`src/rtl/definitions_pkg.sv`:
```
// Shared types for the display path: sign segment codes, 16-bit operand type,
// and the iterative BCD converter state encoding.
package definitions_pkg;

    typedef logic signed [15:0] int16_t;

    // Active-low segment pattern for the sign position: TEN lights only the middle bar.
    typedef enum logic [6:0] {
        TEN = 7'b0111111,
        OFF = 7'b1111111
    } sgmnt_e;

    typedef enum logic [1:0] {
        IDLE,
        CONV,
        DONE
    } bcd_state_e;

    localparam int BCD_DIGIT_W = 4;

endpackage

```
`src/rtl/bcd_digit_adj.sv`:
```
// Double-dabble correction for one BCD digit: add 3 when the digit is 5 or more.
module bcd_digit_adj
    import definitions_pkg::*;
(
    input  logic [BCD_DIGIT_W-1:0] i_digit,
    output logic [BCD_DIGIT_W-1:0] o_digit
);

    always_comb begin
        o_digit = i_digit;
        if (i_digit >= BCD_DIGIT_W'(5)) begin
            o_digit = i_digit + BCD_DIGIT_W'(3);
        end
    end

endmodule

```
`src/rtl/signed_bcd_conv.sv`:
```
// Sequential two's-complement to sign + packed BCD converter with leading-zero blanking,
// one magnitude bit per cycle over valid/ready handshakes on both sides.
module signed_bcd_conv
    import definitions_pkg::*;
#(
    parameter int DW   = 16,
    parameter int NDIG = 5
) (
    input  logic                        clk,
    input  logic                        rst_n,
    input  logic [DW-1:0]               i_data,
    input  logic                        i_valid,
    output logic                        o_ready,
    output logic [BCD_DIGIT_W*NDIG-1:0] o_digits,
    output logic [NDIG-1:0]             o_blank,
    output sgmnt_e                      o_sign,
    output logic                        o_valid,
    input  logic                        i_ready
);

    localparam int CNT_W = $clog2(DW);
    localparam int BCD_W = BCD_DIGIT_W * NDIG;

    bcd_state_e       state_q, state_d;
    logic [CNT_W-1:0] cnt_q, cnt_d;
    logic             fin_q, fin_d;
    logic             sign_q, sign_d;
    logic [DW-1:0]    mag_q, mag_d;
    logic [BCD_W-1:0] bcd_q, bcd_d;
    logic [BCD_W-1:0] dig_q, dig_d;
    sgmnt_e           osign_q, osign_d;

    logic [BCD_W-1:0]    bcd_adj;
    logic [BCD_W+DW-1:0] shifted;

    for (genvar g = 0; g < NDIG; g++) begin : g_adj
        bcd_digit_adj u_adj (
            .i_digit (bcd_q[g*BCD_DIGIT_W +: BCD_DIGIT_W]),
            .o_digit (bcd_adj[g*BCD_DIGIT_W +: BCD_DIGIT_W])
        );
    end

    assign shifted = {bcd_adj, mag_q} << 1;

    // fin_q adds one CONV cycle after the last shift so the result register
    // loads from the fully shifted BCD value on DONE entry.
    always_comb begin
        state_d = state_q;
        cnt_d   = cnt_q;
        fin_d   = fin_q;
        sign_d  = sign_q;
        mag_d   = mag_q;
        bcd_d   = bcd_q;
        dig_d   = dig_q;
        osign_d = osign_q;
        case (state_q)
            IDLE: begin
                if (i_valid) begin
                    sign_d  = i_data[DW-1];
                    mag_d   = i_data[DW-1] ? (~i_data + DW'(1)) : i_data;
                    bcd_d   = '0;
                    cnt_d   = CNT_W'(DW - 1);
                    fin_d   = 1'b0;
                    state_d = CONV;
                end
            end
            CONV: begin
                if (fin_q) begin
                    dig_d   = bcd_q;
                    osign_d = sign_q ? TEN : OFF;
                    state_d = DONE;
                end else begin
                    bcd_d = shifted[BCD_W+DW-1:DW];
                    mag_d = shifted[DW-1:0];
                    if (cnt_q == '0) begin
                        fin_d = 1'b1;
                    end else begin
                        cnt_d = cnt_q - CNT_W'(1);
                    end
                end
            end
            DONE: begin
                if (i_ready) begin
                    state_d = IDLE;
                end
            end
            default: state_d = IDLE;
        endcase
    end

    always_ff @(posedge clk) begin
        if (!rst_n) begin
            state_q <= IDLE;
            cnt_q   <= '0;
            fin_q   <= 1'b0;
            sign_q  <= 1'b0;
            mag_q   <= '0;
            bcd_q   <= '0;
            dig_q   <= '0;
            osign_q <= OFF;
        end else begin
            state_q <= state_d;
            cnt_q   <= cnt_d;
            fin_q   <= fin_d;
            sign_q  <= sign_d;
            mag_q   <= mag_d;
            bcd_q   <= bcd_d;
            dig_q   <= dig_d;
            osign_q <= osign_d;
        end
    end

    always_comb begin
        logic all_zero;
        all_zero = 1'b1;
        o_blank  = '0;
        for (int unsigned i = NDIG - 1; i > 0; i--) begin
            all_zero   = all_zero & (dig_q[i*BCD_DIGIT_W +: BCD_DIGIT_W] == '0);
            o_blank[i] = all_zero;
        end
    end

    assign o_ready  = (state_q == IDLE);
    assign o_valid  = (state_q == DONE);
    assign o_digits = dig_q;
    assign o_sign   = osign_q;

endmodule

```
`config.mk`:
```
export PLATFORM = sky130hd
export DESIGN_NAME = signed_bcd_conv
export DESIGN_NICKNAME = d
export VERILOG_FILES = /design/src/rtl/definitions_pkg.sv /design/src/rtl/bcd_digit_adj.sv /design/src/rtl/signed_bcd_conv.sv
export SDC_FILE = /design/constraint.sdc
export NUM_CORES = 1
export LEC_CHECK = 0
export BUFFER_PORTS_ARGS = -buffer_cell sky130_fd_sc_hd__buf_4
export CAP_MARGIN = 15
export CORE_UTILIZATION = 57
export CTS_CLUSTER_DIAMETER = 80
export CTS_CLUSTER_SIZE = 28
export DETAILED_ROUTE_END_ITERATION = 8
export PLACE_DENSITY = 0.8
export SLEW_MARGIN = 20
export SYNTH_ARGS = -nofsm -noshare
export SYNTH_HDL_FRONTEND = slang
export SYNTH_HIERARCHICAL = 1
export SYNTH_SLANG_ARGS = --single-unit
```
`constraint.sdc`:
```
create_clock -name clk -period 2.35 [get_ports clk]
set_input_delay 0.1175 -clock clk [delete_from_list [all_inputs] [get_ports clk]]
set_output_delay 0.1175 -clock clk [all_outputs]
set_load 0.03 [all_outputs]
```
After elaboration in Yosys (flattened, before gate mapping)
Index checks and enable logic that the tools add are counted.
- add/sub/neg operators: 7
- order comparisons: 5
- equal/unequal tests: 7
- mux-type cells: 25
- bitwise gates (word level): 4
- reduce and logical (&&, ||, !) cells: 13
- operator list (operator ; number):
    2-to-1 mux 16 bit ; 3
    2-to-1 mux 20 bit ; 2
    case mux 20 bit (2 select lines) ; 1
    case mux 16 bit (2 select lines) ; 1
    2-to-1 mux 4 bit ; 7
    greater-or-equal comparator 4 x 3 -> 1 bit, second input constant ; 5
    logical NOT 4 bit ; 5
    adder 16 x 1 -> 16 bit, second input constant ; 1
    adder 4 x 2 -> 4 bit, second input constant ; 4
    inverter 16 bit ; 1
    != test 2 bit, second input constant ; 4
    case mux 4 bit (2 select lines) ; 1
    2-to-1 mux 7 bit ; 1
    2-to-1 mux 2 bit ; 3
    case mux 2 bit (3 select lines) ; 1
    AND reduction 2 bit ; 3
    AND reduction 3 bit ; 2
    AND reduction 4 bit ; 1
    subtractor 4 x 1 -> 4 bit, second input constant ; 1
    adder 3 x 2 -> 3 bit, second input constant ; 1
    bitwise AND 1 bit ; 3
    2-to-1 mux 1 bit ; 3
    2-to-1 mux 3 bit ; 1
    == test 2 x 1 -> 1 bit, second input constant ; 1
    5 further kinds ; 5
- register bits: 71
- bits of input ports: 20
- output and inout port bits: 34

Depth between registers and ports, before layout
- word-level depth: 5
- gate-level depth with buffers: 7
- depth with buffers taken out: 7

Modules after synthesis
The synthesis kept the hierarchy.
- by module, submodules not included (module ; times used ; cells each ; area an instance (um^2)):
    signed_bcd_conv ; 1 ; 353 ; 2991.6
    bcd_digit_adj ; 5 ; 16 ; 101.3

Worst setup path before layout
OpenSTA, ideal clock, no wires.
- path kind: register to output
- start point: register dig_q[16], in the netlist o_digits[16]
- end point: output port o_blank[1]
- arrival: 2.383 ns
- required time: 2.233 ns
- path slack: -0.151 ns
- stages on the path, launching flop included: 4
- buffers on the path: 0
- cells stage by stage: dfxtp_1 -> nor4_1 -> and3_1 -> and2_1
- cells in the longest elaborated chain, start to end: 4
- RTL lines (item ; RTL line ; RTL):
    from (decl) ; signed_bcd_conv.sv:30 ; logic [BCD_W-1:0] dig_q, dig_d;
    from (signal assigned) ; signed_bcd_conv.sv:108 ; dig_q <= dig_d;
    logical NOT 4 bit ; signed_bcd_conv.sv:118 ; all_zero = all_zero & (dig_q[i*BCD_DIGIT_W +: BCD_DIGIT_W] == '0);
    named net o_blank[4] ; signed_bcd_conv.sv:15 ; output logic [NDIG-1:0] o_blank,
    bitwise AND 1 bit (2 in a row) ; signed_bcd_conv.sv:118 ;
    named net o_blank[2] ; signed_bcd_conv.sv:15 ;
    bitwise AND 1 bit ; signed_bcd_conv.sv:118 ;
    to (decl) ; signed_bcd_conv.sv:15 ;
The timed path passes the listed nets, and every way through them passes these cells.

Final worst setup path
- start point: register state_q[1]
- end point: register cnt_q[1]
- cells in the longest elaborated chain, start to end: 3
- elaborated cells between the ends (all ways): 8
- those cells by class: eq/ne (4); mux (1); reduce/logical (3)
- RTL lines (item ; RTL line ; RTL):
    from (decl) ; signed_bcd_conv.sv:24 ; bcd_state_e state_q, state_d;
    from (signal assigned) ; signed_bcd_conv.sv:102 ; state_q <= state_d;
    == test 2 x 1 -> 1 bit or logical NOT 2 bit (tied branches) ; signed_bcd_conv.sv:56 ; case (state_q)
    != test 2 bit (no source line) or nonzero test 2 bit (tied branches) ; n/a ;
    AND reduction 4 bit (no source line) ; n/a ;
    to (signal assigned) ; signed_bcd_conv.sv:103 ; cnt_q <= cnt_d;
    to (decl) ; signed_bcd_conv.sv:25 ; logic [CNT_W-1:0] cnt_q, cnt_d;
Several ways; a longest one is shown, not always the timed one.
A chain may end at the register's enable or synchronous reset.

==> results.tsv <==
metric	value	unit
result of the run	finished clean	
data required time of the worst path	2.58	ns
non-filler instance count after layout	543	
Layout Nets	497	
critical path launch point type	flop	
DRT iter0 DRCs	143	
initial antenna violation count	0	
# setup viols final	0	
Overflow after GRT	0	
detailed-router iteration count before antenna repair	4	
min Tclk post-route	1.75	ns
total global-route track usage	22.8	%
cells along the critical path	nand2b_1, nor4b_1, nor2_1, o211a_1	
final setup TNS	0	ns
post-route DRC violation count	0	
netlist area before placement	0.00348	mm²
die width	80.1	µm
Finished Core Util	68.1	%
worst setup path category	flop to flop	
buffer and inverter count on the worst path	0	
data arrival time at the worst-slack endpoint	1.98	ns
largest net degree at the start of global routing	75	
die area	0.00642	mm²
Clk Latency, worst-skew pair	0.33	ns
TritonCTS clock tree	built	
final hold violation count	0	
instance count of the mapped netlist	429	
CP max stage cell	sky130_fd_sc_hd__nor4b_1	
worst slew margin relative to its limit	46.9	%
WL final	6860	µm
total via count in the routed design	2991	
synthesized area per cell	8.11	µm²
number of standard-cell rows in the floorplan	28	
Synthesis Warnings	6	
Clock Tree Buf Depth	2	
min-delay worst type	input port to flop	
top fanout value on the critical path	6	
number of resized instances in the post-cts repair step	0	
total setup buffers inserted after CTS	0	
number of cells in the design after placement	529	
IR Drop Worst-Case VDD	0.320	mV
post-cts hold buffer count	0	
number of clock sinks seen by CTS	65	
Crit path largest cell delay	0.70	ns
Floorplan Core Area	0.00589	mm²
die height	80.1	µm
I/O Buffers	46	
wire length of the first global-routing pass	11400	µm
Least-Margin Pin Slew	0.785	ns
GPL Wtd Cong	0.778	
pwr dens	582	mW/mm²
initial standard-cell utilization of the core	59.1	%
Post-Route Skew	0.00719	ns
DRT antenna net count	0	
master cell of the clock root buffer	sky130_fd_sc_hd__clkbuf_8	
reported max-cap violation count	0	
number of global-route vias before repair	2666	
Fill cells	511	
routed len/inst	12.6	µm
Vias per Instance	5.51	
ratio of cells with drive above 1 in the final layout	15.6	%
leakage power of the design	0.00157	µW
number of pins with negative max-slew slack in the final report	0	
ratio of final minimum period to clock period	74.6	%
H-tree level count	3	
Antenna diodes	0	
number of buffers created by CTS	9	
boundary pin count	54	
CP endpoint kind	flop	
Max Clock Freq	570	MHz
setup repair after global routing missed its margin	no	
clock slew seen by the registers of the worst setup and hold paths	0.07	ns
Top Family by Delay on Critical Path	simple AND/OR/NAND/NOR gates	
area added between synthesis and finish	15.2	%
Final HPWL DP	4760	µm
==> flip-flops by register name, indices dropped and copies added (netlist names) <==
| name | flops |
|---|---|
| state_q | 2 |
| mag_q | 16 |
| sign_q | 1 |
| o_sign | 1 |
| cnt_q | 4 |
| bcd_q | 20 |
| fin_q | 1 |
| o_digits | 20 |
==> per-stage QoR <==
step / instance area (µm²) / hold slack, ns / total power [µW] / worst slack [ns]
after floorplan: 3500 / 0.296 / 1450 / 0.244
after global placement: 3840 / 0.413 / 1530 / 0.333
after detailed placement: 3840 / 0.414 / 1540 / 0.283
after CTS: 4010 / 0.0599 / 2350 / 0.579
after global routing: 4010 / 0.0941 / 2440 / 0.462
final: 4010 / 0.0649 / 2330 / 0.596
==> metal layers <==
metal  wire length, µm  track usage, %  vias to the layer above
met3               272            4.20                        7
met1              3120            25.7                     1378
met2              3380            41.6                       69
met4                85            10.2                        0
met5                 0               0                        -
li1                  -               -                     1537
==> where the power goes <==
group | internal, µW | switching [µW] | total [µW]
Clock | 431 | 383 | 813
Combinational | 137 | 205 | 342
Sequential | 1150 | 29.1 | 1180
==> final timing paths <==
path / startpoint / end / cells after the start / slack (ns)
worst min-delay path: i_data[14] / mag_q[15] / 3 / 0.06
worst max register to register: state_q[1] / cnt_q[1] / 4 / 0.60
worst min register to register: o_digits[1] / o_digits[1] / 2 / 0.46
worst max-delay path: state_q[1] / cnt_q[1] / 4 / 0.60
==> worst reg2reg max path, delay by kind of cell, from the launching register on <==
family | cells | cell delay, ns
simple gates | 3 | 1.05
flops | 1 | 0.36
compound gates | 1 | 0.24
==> cells in the final DEF (no fill, tap or decap), types with 15 or more instances in the layout <==
| cell type | instances |
|---|---|
| sky130_fd_sc_hd__a21boi_0 | 23 |
| sky130_fd_sc_hd__a22oi_1 | 20 |
| sky130_fd_sc_hd__buf_4 | 53 |
| sky130_fd_sc_hd__dfxtp_1 | 65 |
| sky130_fd_sc_hd__inv_1 | 16 |
| sky130_fd_sc_hd__nand2_1 | 68 |
| sky130_fd_sc_hd__nand3_1 | 15 |
| sky130_fd_sc_hd__nor2_1 | 21 |
| sky130_fd_sc_hd__nor2b_1 | 28 |
| sky130_fd_sc_hd__o21ai_0 | 15 |
==> area by class of cell <==
cell class | count | area, µm² | area share [%]
clock buffer | 14 | 163 | 4.06
timing repair buffer | 53 | 398 | 9.93
inverter | 16 | 60.1 | 1.50
tap | 75 | 93.8 | 2.34
sequential | 65 | 1300 | 32.5
multi-input combinational | 320 | 1990 | 49.7
(Power assumes the default switching activity.)
